`src/rtl/dump_pkg.sv`:
```
// dump_pkg: stream tags, dumper states and the register-mask walker shared by arch_state_dumper.
package dump_pkg;
    localparam logic [2:0] TAG_CYC  = 3'd0;
    localparam logic [2:0] TAG_PC   = 3'd1;
    localparam logic [2:0] TAG_REG  = 3'd2;
    localparam logic [2:0] TAG_MEM  = 3'd3;
    localparam logic [2:0] TAG_CSUM = 3'd4;
    typedef enum logic [2:0] {IDLE, HDR, REG, MEM, FETCH, CSUM} state_t;
    // Lowest set bit of mask at or above from; 32 when there is none.
    function automatic logic [5:0] next_set_bit(input logic [31:0] mask, input logic [5:0] from);
        logic [5:0] r;
        r = 6'd32;
        for (int i = 31; i >= 0; i--)
            if (mask[i] && 6'(i) >= from) r = 6'(i);
        return r;
    endfunction
endpackage

```
`src/rtl/dump_rd_stage.sv`:
```
// dump_rd_stage: read-latency adapter; adds the FETCH cycle for RD_LAT=1 and keeps a presented word
// stable until it is accepted.
module dump_rd_stage #(
    parameter int DATA_W = 32,
    parameter int IDX_W  = 8,
    parameter int RD_LAT = 1
) (
    input  logic              clk,
    input  logic              reset,
    input  logic              i_req,
    input  logic [DATA_W-1:0] i_data,
    input  logic [2:0]        i_tag,
    input  logic [IDX_W-1:0]  i_index,
    input  logic              out_ready,
    output logic              out_valid,
    output logic [DATA_W-1:0] out_data,
    output logic [2:0]        out_tag,
    output logic [IDX_W-1:0]  out_index,
    output logic              o_fire
);
    assign o_fire    = out_valid & out_ready;
    assign out_tag   = i_tag;
    assign out_index = i_index;
    generate
        if (RD_LAT == 0) begin : g_lat0
            assign out_valid = i_req;
            assign out_data  = i_data;
        end else begin : g_lat1
            logic              r_ready;
            logic              r_held;
            logic [DATA_W-1:0] r_data;
            // First presented cycle shows the port data live and captures it; later stall cycles replay the copy.
            always_ff @(posedge clk) begin
                if (reset || !i_req || o_fire) begin
                    r_ready <= 1'b0;
                    r_held  <= 1'b0;
                end else begin
                    r_ready <= 1'b1;
                    r_held  <= r_ready;
                end
                if (r_ready && !r_held) r_data <= i_data;
            end
            assign out_valid = i_req & r_ready;
            assign out_data  = r_held ? r_data : i_data;
        end
    endgenerate
endmodule

```
`src/rtl/arch_state_dumper.sv`:
```
// arch_state_dumper: freezes the CPU and streams cycle count, PC, masked registers and a memory window.
// Define DUMP_CHECKSUM_EN to append an XOR checksum word (tag 4) to every frame.
module arch_state_dumper
    import dump_pkg::*;
#(
    parameter int          DATA_W    = 32,
    parameter int          REG_N     = 32,
    parameter int          REG_AW    = $clog2(REG_N),
    parameter logic [31:0] REG_MASK  = 32'h03FF_FF00,
    parameter int          MEM_BASE  = 0,
    parameter int          MEM_WORDS = 64,
    parameter int          MEM_AW    = 8,
    parameter int          RD_LAT    = 1,
    parameter int          PERIOD    = 0
) (
    input  logic              clk,
    input  logic              reset,
    input  logic              trig,
    input  logic [DATA_W-1:0] pc_in,
    output logic              cpu_stall,
    output logic [REG_AW-1:0] reg_addr,
    input  logic [DATA_W-1:0] reg_data,
    output logic [MEM_AW-1:0] mem_addr,
    input  logic [DATA_W-1:0] mem_data,
    output logic              out_valid,
    input  logic              out_ready,
    output logic [DATA_W-1:0] out_data,
    output logic [2:0]        out_tag,
    output logic [MEM_AW-1:0] out_index,
    output logic              busy,
    output logic [7:0]        missed
);
    localparam int                PMAX      = PERIOD > 0 ? PERIOD - 1 : 0;
    localparam int                PW        = PMAX > 0 ? $clog2(PMAX + 1) : 1;
    localparam logic [5:0]        REG_LIM   = 6'(REG_N);
    localparam logic [MEM_AW-1:0] MEM_FIRST = MEM_AW'(MEM_BASE);
    localparam logic [MEM_AW-1:0] MEM_LAST  = MEM_AW'(MEM_BASE + MEM_WORDS - 1);

    state_t            r_state;
    logic [DATA_W-1:0] r_cyc_cnt;
    logic [DATA_W-1:0] r_cap_cyc;
    logic [DATA_W-1:0] r_cap_pc;
    logic [PW-1:0]     r_per_cnt;
    logic              r_pc_word;
    logic [REG_AW-1:0] r_reg;
    logic [MEM_AW-1:0] r_mem;
    logic [7:0]        r_missed;
    logic              w_start;
    logic              w_fire;
    logic [5:0]        w_first;
    logic [5:0]        w_next;
    logic [DATA_W-1:0] w_data;
    logic [DATA_W-1:0] w_tail;
    logic [2:0]        w_tag;
    logic [MEM_AW-1:0] w_index;

`ifdef DUMP_CHECKSUM_EN
    localparam state_t MEM_DONE = CSUM;
    logic [DATA_W-1:0] r_csum;
    always_ff @(posedge clk) begin
        if (reset || r_state == IDLE) r_csum <= '0;
        else if (w_fire && r_state != CSUM) r_csum <= r_csum ^ w_data;
    end
    assign w_tail = r_csum;
`else
    localparam state_t MEM_DONE = IDLE;
    assign w_tail = '0;
`endif

    assign busy      = r_state != IDLE;
    assign cpu_stall = busy;
    assign reg_addr  = r_reg;
    assign mem_addr  = r_mem;
    assign missed    = r_missed;
    assign w_start   = trig || (PERIOD > 0 && r_per_cnt == PW'(PMAX));
    assign w_first   = next_set_bit(REG_MASK, 6'd0);
    assign w_next    = next_set_bit(REG_MASK, 6'(r_reg) + 6'd1);

    always_comb begin
        w_tag   = r_state == HDR ? (r_pc_word ? TAG_PC : TAG_CYC) :
                  r_state == REG ? TAG_REG : r_state == MEM ? TAG_MEM : TAG_CSUM;
        w_index = r_state == REG ? MEM_AW'(r_reg) : r_state == MEM ? r_mem : '0;
        w_data  = r_state == HDR ? (r_pc_word ? r_cap_pc : r_cap_cyc) :
                  r_state == REG ? reg_data : r_state == MEM ? mem_data : w_tail;
    end

    dump_rd_stage #(.DATA_W(DATA_W), .IDX_W(MEM_AW), .RD_LAT(RD_LAT)) u_rd (
        .clk       (clk),
        .reset     (reset),
        .i_req     (busy),
        .i_data    (w_data),
        .i_tag     (w_tag),
        .i_index   (w_index),
        .out_ready (out_ready),
        .out_valid (out_valid),
        .out_data  (out_data),
        .out_tag   (out_tag),
        .out_index (out_index),
        .o_fire    (w_fire)
    );

    always_ff @(posedge clk) begin
        if (reset) begin
            r_state   <= IDLE;
            r_cyc_cnt <= '0;
            r_per_cnt <= '0;
            r_missed  <= '0;
            r_reg     <= '0;
            r_mem     <= '0;
            r_pc_word <= 1'b0;
            r_cap_cyc <= '0;
            r_cap_pc  <= '0;
        end else begin
            if (!cpu_stall) r_cyc_cnt <= r_cyc_cnt + 1'b1;
            if (w_start) r_per_cnt <= '0;
            else if (!cpu_stall && PERIOD > 0) r_per_cnt <= r_per_cnt + 1'b1;
            if (w_start && busy && r_missed != 8'hFF) r_missed <= r_missed + 8'd1;
            // Addresses advance only on a transfer, so the read ports stay put while the sink stalls.
            case (r_state)
                IDLE: if (w_start) begin
                    r_state   <= HDR;
                    r_pc_word <= 1'b0;
                    r_cap_cyc <= r_cyc_cnt;
                    r_cap_pc  <= pc_in;
                end
                HDR: if (w_fire) begin
                    r_pc_word <= 1'b1;
                    if (r_pc_word) begin
                        if (w_first < REG_LIM) begin
                            r_state <= REG;
                            r_reg   <= REG_AW'(w_first);
                        end else begin
                            r_state <= MEM;
                            r_mem   <= MEM_FIRST;
                        end
                    end
                end
                REG: if (w_fire) begin
                    if (w_next < REG_LIM) r_reg <= REG_AW'(w_next);
                    else begin
                        r_state <= MEM;
                        r_mem   <= MEM_FIRST;
                    end
                end
                MEM: if (w_fire) begin
                    if (r_mem == MEM_LAST) r_state <= MEM_DONE;
                    else r_mem <= r_mem + 1'b1;
                end
                default: if (w_fire) r_state <= IDLE;
            endcase
        end
    end
endmodule
```
`config.mk`:
```
export PLATFORM = sky130hd
export DESIGN_NAME = arch_state_dumper
export DESIGN_NICKNAME = d
export VERILOG_FILES = /design/src/rtl/dump_pkg.sv /design/src/rtl/dump_rd_stage.sv /design/src/rtl/arch_state_dumper.sv
export SDC_FILE = /design/constraint.sdc
export NUM_CORES = 1
export LEC_CHECK = 0
export BUFFER_PORTS_ARGS = -buffer_cell sky130_fd_sc_hd__clkbuf_2
export CORE_MARGIN = 5
export CORE_UTILIZATION = 35
export DETAILED_ROUTE_END_ITERATION = 7
export MAX_ROUTING_LAYER = met4
export PLACE_DENSITY_LB_ADDON = 0.08
export SYNTH_ARGS = -nofsm -noshare
export SYNTH_HDL_FRONTEND = slang
export SYNTH_HIERARCHICAL = 1
export SYNTH_SLANG_ARGS = --single-unit
export TNS_END_PERCENT = 30
```
`constraint.sdc`:
```
create_clock -name clk -period 6.15 [get_ports clk]
set_clock_uncertainty 0.05 [all_clocks]
set_input_delay 0.3075 -clock clk [delete_from_list [all_inputs] [get_ports clk]]
set_output_delay 0.3075 -clock clk [all_outputs]
set_load 0.005 [all_outputs]
```
# ---- After elaboration in Yosys (flattened, before gate mapping)
# Index checks and enable logic that the tools add are counted.
dict set report op_classes {
  n_bitwise 2
  magnitude_cmp 19
  n_eq_ne 14
  muxes 52
  n_reduce_logical 18
  n_addsub 4
}
# cell count
set op_table {}
lappend op_table {{two-way mux 32 bit} 5}
lappend op_table {{two-way mux 6 bit} 18}
lappend op_table {{>= comparator 5 x 6 -> 1 bit (first input constant)} 10}
lappend op_table {{>= comparator 4 x 6 -> 1 bit (first input constant)} 8}
lappend op_table {{two-way mux 8 bit} 6}
lappend op_table {{two-way mux 3 bit} 11}
lappend op_table {{adder 32 x 1 -> 32 bit (second input constant)} 1}
lappend op_table {{two-way mux 5 bit} 4}
lappend op_table {{adder 8 x 1 -> 8 bit (second input constant)} 2}
lappend op_table {{one-hot mux 8 bit (2 select lines)} 1}
lappend op_table {{one-hot mux 3 bit (4 select lines)} 1}
lappend op_table {{inequality test 2 x 1 -> 1 bit (second input constant)} 5}
lappend op_table {{one-hot mux 5 bit (2 select lines)} 1}
lappend op_table {{AND reduction 5 bit} 2}
lappend op_table {{equality test 8 x 6 -> 1 bit (second input constant)} 1}
lappend op_table {{inequality test 2 bit (second input constant)} 4}
lappend op_table {{inequality test 8 bit (second input constant)} 1}
lappend op_table {{AND reduction 8 bit} 1}
lappend op_table {{nonzero test 2 bit} 4}
lappend op_table {{adder 5 x 1 -> 6 bit (second input constant)} 1}
lappend op_table {{equality test 3 x 2 -> 1 bit (second input constant)} 2}
lappend op_table {{< comparator 6 bit (second input constant)} 1}
lappend op_table {{two-way mux 1 bit} 4}
lappend op_table {{equality test 3 x 1 -> 1 bit (second input constant)} 1}
lappend op_table {{9 further kinds} 14}
dict set report word_totals {
  regBits 155
  word_cells 120
}

# ---- Logic depth before layout (Yosys ltp)
dict set report logic_depth {
  depth_word 24
  depth_mapped 11
}

# ---- Modules after synthesis
# The synthesis kept the hierarchy.
# module instances cells_each area_per_inst_um2
set by_module_without_submodules {}
lappend by_module_without_submodules {arch_state_dumper 1 794 6150.9}
lappend by_module_without_submodules {dump_rd_stage 1 87 1661.6}

# ---- Worst setup path before layout
# No wires, ideal clock.
dict set report synth_timing {
  path_kind {register -> register}
  from {register u_rd.g_lat1.r_held}
  to {register u_rd.g_lat1.r_data[0], enable pin}
  arrival_ns 2.020
  t_required_ns 5.675
  setup_time_ns 0.425
  path_slack_ns 3.655
  synth_period_minus_slack_ns 2.495
  path_stages_with_launch 4
  n_path_buf 2
  cell_sequence {dfxtp_1 -> buf_6 -> buf_12 -> nor2b_1}
}
dict set report synth_via {
  elab_chain_len 2
}
# element line_no
set synth_lines {}
lappend synth_lines {{start, declared} dump_rd_stage.sv:30} ;# logic r_held;
lappend synth_lines {{start signal, assigned} dump_rd_stage.sv:39} ;# r_held <= r_ready;
lappend synth_lines {{zero test 1 bit} dump_rd_stage.sv:41} ;# if (r_ready && !r_held) r_data <= i_data;
lappend synth_lines {{logical AND 1 bit} dump_rd_stage.sv:41}
lappend synth_lines {{end signal, assigned} dump_rd_stage.sv:41}
lappend synth_lines {{end, declared} dump_rd_stage.sv:31} ;# logic [DATA_W-1:0] r_data;
# Every way passes these cells.
# A chain may end at the register's enable or synchronous reset.

# ---- Worst setup path after layout
dict set report layout_timing {
  from {register r_state[0]}
  to {output port out_data[1]}
}
dict set report layout_via {
  elab_chain_len 5
  word_cells_on_any_way 7
  classes_between {eq/ne (3); mux (4)}
}
# element line_no
set layout_lines {}
lappend layout_lines {{start, declared} arch_state_dumper.sv:39} ;# state_t r_state;
lappend layout_lines {{start signal, assigned} arch_state_dumper.sv:104} ;# r_state <= IDLE;
lappend layout_lines {{start signal, assigned} arch_state_dumper.sv:121} ;# r_state <= HDR;
lappend layout_lines {{start signal, assigned} arch_state_dumper.sv:130} ;# r_state <= REG;
lappend layout_lines {{equality test 3 x 2 -> 1 bit} arch_state_dumper.sv:84} ;# r_state == REG ? reg_data : r_state == MEM ? mem_data : w_tail;
lappend layout_lines {{two-way mux 32 bit (2 in a row)} arch_state_dumper.sv:84}
lappend layout_lines {{two-way mux 32 bit *} arch_state_dumper.sv:83} ;# w_data = r_state == HDR ? (r_pc_word ? r_cap_pc : r_cap_cyc) :
lappend layout_lines {{named net w_data[1]} arch_state_dumper.sv:52} ;# logic [DATA_W-1:0] w_data;
lappend layout_lines {{two-way mux 32 bit *} dump_rd_stage.sv:44} ;# assign out_data = r_held ? r_data : i_data;
lappend layout_lines {{end, declared} arch_state_dumper.sv:27} ;# output logic [DATA_W-1:0] out_data,
# The timed path passes the listed nets; every way through them passes the cells marked *.

==> metrics.txt <==
# TYPE chip_impl_metric gauge
chip_impl_info{name="critical-path-slowest-cell",value="ha_2"} 1
chip_impl_metric{name="final_period_minus_worst_setup_slack",unit="ps"} 3520
chip_impl_metric{name="count_of_fill_cells_added_during_filler_insertion",unit=""} 2282
chip_impl_metric{name="grt_pass1_wl",unit="um"} 35500
chip_impl_metric{name="worst-path-max-fanout",unit=""} 53
chip_impl_info{name="timing.critical_path.cells",value="inv_1 -> ha_2 -> nor2b_2 -> buf_4 -> a221oi_1 -> a21oi_1 -> mux2_4 -> clkbuf_2"} 1
chip_impl_info{name="cp-end-kind",value="output pin"} 1
chip_impl_metric{name="final-max-slew-violation-count",unit=""} 0
chip_impl_metric{name="worst_hold_slack",unit="ps"} 46.2
chip_impl_metric{name="design.die.area",unit="um^2"} 25400
chip_impl_metric{name="setup_viol",unit=""} 0
chip_impl_info{name="setup.worst_path.start_class",value="flop"} 1
chip_impl_metric{name="detail_route.iter0.violations",unit=""} 466
chip_impl_metric{name="maxSlewHeadroom",unit="%"} 28.4
chip_impl_metric{name="ys_seq_elements",unit=""} 154
chip_impl_metric{name="synth.area.mux_share",unit="%"} 10.9
chip_impl_info{name="worst_setup_path_startpoint",value="r_state[0]$_SDFFE_PP0P_"} 1
chip_impl_metric{name="numCtsBuffers",unit=""} 17
chip_impl_metric{name="clk_pin_slew_worst_paths",unit="ps"} 60
chip_impl_metric{name="clock_latency",unit="ps"} 430
chip_impl_metric{name="place.detailed.hpwl",unit="um"} 15500
chip_impl_info{name="reg2reg_from",value="r_state[1]$_SDFFE_PP0P_"} 1
chip_impl_metric{name="initial_core_util",unit="%"} 35.7
chip_impl_info{name="rsz_0062_raised_after_global_routing",value="false"} 1
chip_impl_info{name="synth_flop_cell",value="dfxtp_1"} 1
chip_impl_metric{name="post_synth_xor_area_fraction",unit="%"} 4.60
chip_impl_metric{name="antenna_diode_count",unit=""} 0
chip_impl_metric{name="cap_viol_max_count",unit=""} 0
chip_impl_metric{name="yosysWarningCount",unit=""} 6
chip_impl_metric{name="final-seq-area",unit="um^2"} 3410
chip_impl_metric{name="mappedNetlistArea",unit="um^2"} 7810
chip_impl_metric{name="global_route.usage.total",unit="%"} 17.6
chip_impl_metric{name="total_leakage_power",unit="nW"} 3.46
chip_impl_metric{name="synth_seq_area_share",unit="%"} 43.6
chip_impl_metric{name="design.core.area",unit="um^2"} 21900
chip_impl_metric{name="multi_input_comb_area",unit="um^2"} 3980
chip_impl_metric{name="grt_pass1_vias",unit=""} 6184
chip_impl_metric{name="post_synth_num_cell_types",unit=""} 52
chip_impl_metric{name="grt_antenna_before_repair",unit=""} 0
chip_impl_metric{name="syn-mean-instance-area",unit="um^2"} 8.87
chip_impl_metric{name="share_of_yosys_cell_area_claimed_by_the_top_area_cell_type",unit="%"} 31.3
chip_impl_metric{name="place.port_buffers",unit=""} 166
chip_impl_metric{name="die_height",unit="um"} 159
chip_impl_metric{name="worst_endpoint_required_time",unit="ps"} 5790
chip_impl_info{name="synthTopCellsByArea",value="dfxtp_1, edfxtp_1, nand2_1"} 1
chip_impl_metric{name="drive_gt1_share",unit="%"} 25.3
chip_impl_info{name="clk_root_buffer_cell",value="clkbuf_16"} 1
chip_impl_info{name="min_from",value="out_ready"} 1
chip_impl_metric{name="synthAdderAreaFrac",unit="%"} 1.60
chip_impl_metric{name="clock.fmax",unit="MHz"} 284
chip_impl_metric{name="dieWidth",unit="um"} 159
chip_impl_metric{name="route.final.wire_length",unit="um"} 22000
chip_impl_metric{name="route.detailed.wl_per_inst",unit="um"} 17.0
chip_impl_info{name="final_cell_mix",value="nand2_1, clkbuf_2, dfxtp_1"} 1
chip_impl_info{name="result_of_the_run",value="finished clean"} 1
chip_impl_metric{name="cts_setup_buffers",unit=""} 0
chip_impl_info{name="largest_family_of_logic_cells_by_synthesized_area",value="simple AND/OR/NAND/NOR gates"} 1
chip_impl_metric{name="routed-via-count",unit=""} 6602
chip_impl_metric{name="synth_async_sr_flop_share",unit="%"} 0
chip_impl_info{name="yosysTopAreaCell",value="dfxtp_1"} 1
chip_impl_metric{name="tritoncts_num_sinks",unit=""} 154
chip_impl_metric{name="post_cts.resized_instances",unit=""} 0
chip_impl_metric{name="nNetsFinal",unit=""} 1110
chip_impl_metric{name="cp.arrival",unit="ps"} 3170
chip_impl_metric{name="syn_inst",unit=""} 881
chip_impl_metric{name="setup_tns",unit="ps"} 0
chip_impl_metric{name="pwr_density_cell",unit="nW/um^2"} 359
chip_impl_metric{name="drt_pre_antenna_iters",unit=""} 5
chip_impl_metric{name="post_drt_via_cell_ratio",unit=""} 5.11
chip_impl_metric{name="post_synthesis_compound_gate_area_fraction",unit="%"} 15.0
chip_impl_metric{name="antenna_violating_nets_post_route",unit=""} 0
chip_impl_info{name="clock_tree_from_tritoncts",value="yes"} 1
chip_impl_info{name="layout_commonest_cell",value="nand2_1"} 1
chip_impl_metric{name="rows",unit=""} 54
chip_impl_metric{name="post_synth_edffs",unit=""} 32
chip_impl_info{name="setup.worst_path.class",value="reg2out"} 1
chip_impl_metric{name="globalplace.congestion",unit=""} 0.825
chip_impl_metric{name="grt_remaining_overflow",unit=""} 0
chip_impl_metric{name="cts_max_level",unit=""} 4
chip_impl_metric{name="synthSimpleGateAreaFrac",unit="%"} 18.7
chip_impl_metric{name="syn2layout_area_growth",unit="%"} 18.7
chip_impl_metric{name="slowest_delay",unit="ps"} 890
chip_impl_info{name="critical_path.top_delay_family",value="adder cells"} 1
chip_impl_metric{name="syn_nets",unit=""} 991
chip_impl_metric{name="clockBufferDepth",unit=""} 2
chip_impl_metric{name="grt_max_degree",unit=""} 77
chip_impl_metric{name="ioPinCount",unit=""} 167
chip_impl_metric{name="hold_violations",unit=""} 0
chip_impl_metric{name="peakVddDrop",unit="V"} 0.000182
chip_impl_metric{name="crit_buf_inv",unit=""} 3
chip_impl_metric{name="max_slew.worst_pin.slew",unit="ps"} 1070
chip_impl_metric{name="fin_crit_sh",unit="%"} 57.3
chip_impl_metric{name="cts_hold_repair.buffers",unit=""} 0
chip_impl_info{name="hp-class",value="in2reg"} 1
chip_impl_metric{name="route.detailed.drc",unit=""} 0
routing by layer:
metal,up-vias,part of all wire (%),GRT usage [%]
met5,-,0,-
met4,0,1.3,4.50
met3,18,4.7,3.93
met2,151,41,23.1
met1,3092,53,26.8
li1,3341,-,-
sequential cells by signal (all words and copies together) (netlist names):
name	count
mem_addr	8
missed	8
r_state	2
u_rd/g_lat1.r_ready	1
r_cap_pc	32
r_pc_word	1
u_rd/g_lat1.r_data	32
r_cyc_cnt	32
u_rd/g_lat1.r_held	1
reg_addr	5
r_cap_cyc	32
cell usage after synthesis (2+ instances only):
| cell | instances |
|---|---|
| nand2_1 | 169 |
| dfxtp_1 | 122 |
| a21oi_1 | 114 |
| nor2_1 | 53 |
| clkbuf_1 | 48 |
| mux2i_1 | 37 |
| a221oi_1 | 33 |
| edfxtp_1 | 32 |
| mux2_4 | 29 |
| xor2_1 | 26 |
| nand3_1 | 22 |
| nor3_1 | 22 |
| o21ai_0 | 19 |
| nand4_1 | 16 |
| xnor2_1 | 15 |
| and3_1 | 12 |
| buf_4 | 12 |
| inv_1 | 12 |
| ha_1 | 10 |
| and2_1 | 7 |
| buf_1 | 6 |
| or3_1 | 6 |
| a211oi_1 | 5 |
| mux2_2 | 4 |
| nand2b_1 | 4 |
| nor2b_1 | 4 |
| nor4_1 | 4 |
| a31oi_1 | 3 |
| and4_1 | 3 |
| buf_12 | 3 |
| buf_2 | 3 |
| buf_6 | 3 |
| a311oi_2 | 2 |
| o31ai_1 | 2 |
| or2_2 | 2 |
power by group:
| group | switching (W) | internal (W) | leakage, nW |
|---|---|---|---|
| clock | 0.000450 | 0.000589 | 0.281 |
| sequential | 0.0000653 | 0.00119 | 1.29 |
| combinational | 0.000588 | 0.000447 | 1.89 |
stage by stage:
stage	total power [W]	setup slack, ps	instances	instance area, um^2	util, %
final	0.00333	2630	1293	9270	42.3
after global routing	0.00354	2410	1293	9270	42.3
after CTS	0.00338	2530	1293	9270	42.3
after detailed placement	0.00233	3010	1261	8680	39.7
after global placement	0.00232	3040	1261	8680	39.7
after floorplan	0.00198	3660	881	7810	-
layout make-up:
class / instances / share of cell area [%]
inverter: 12 / 0.486
multi-input combinational: 640 / 43.0
clock buffer: 18 / 4.86
clock inverter: 14 / 1.46
timing repair buffer: 175 / 9.72
sequential: 154 / 36.7
tap: 280 / 3.78
kinds of logic after synthesis:
group / count (synthesis)
buf+inv: 87
compound gates: 191
xor+xnor: 41
flops: 154
fa+ha+maj: 10
simple gates: 328
mux: 70
path summary, 6_finish.rpt:
path,cells past startpoint,endpoint,slack [ps]
worst min-delay path,2,u_rd/g_lat1.r_held$_SDFF_PP0_,50
worst max register to register,9,mem_addr[1]$_SDFFE_PP0P_,3040
worst max-delay path,8,out_data[1],2630
worst min register to register,2,r_cap_pc[29]$_SDFFE_PP0P_,400
(Power assumes the default switching activity.)
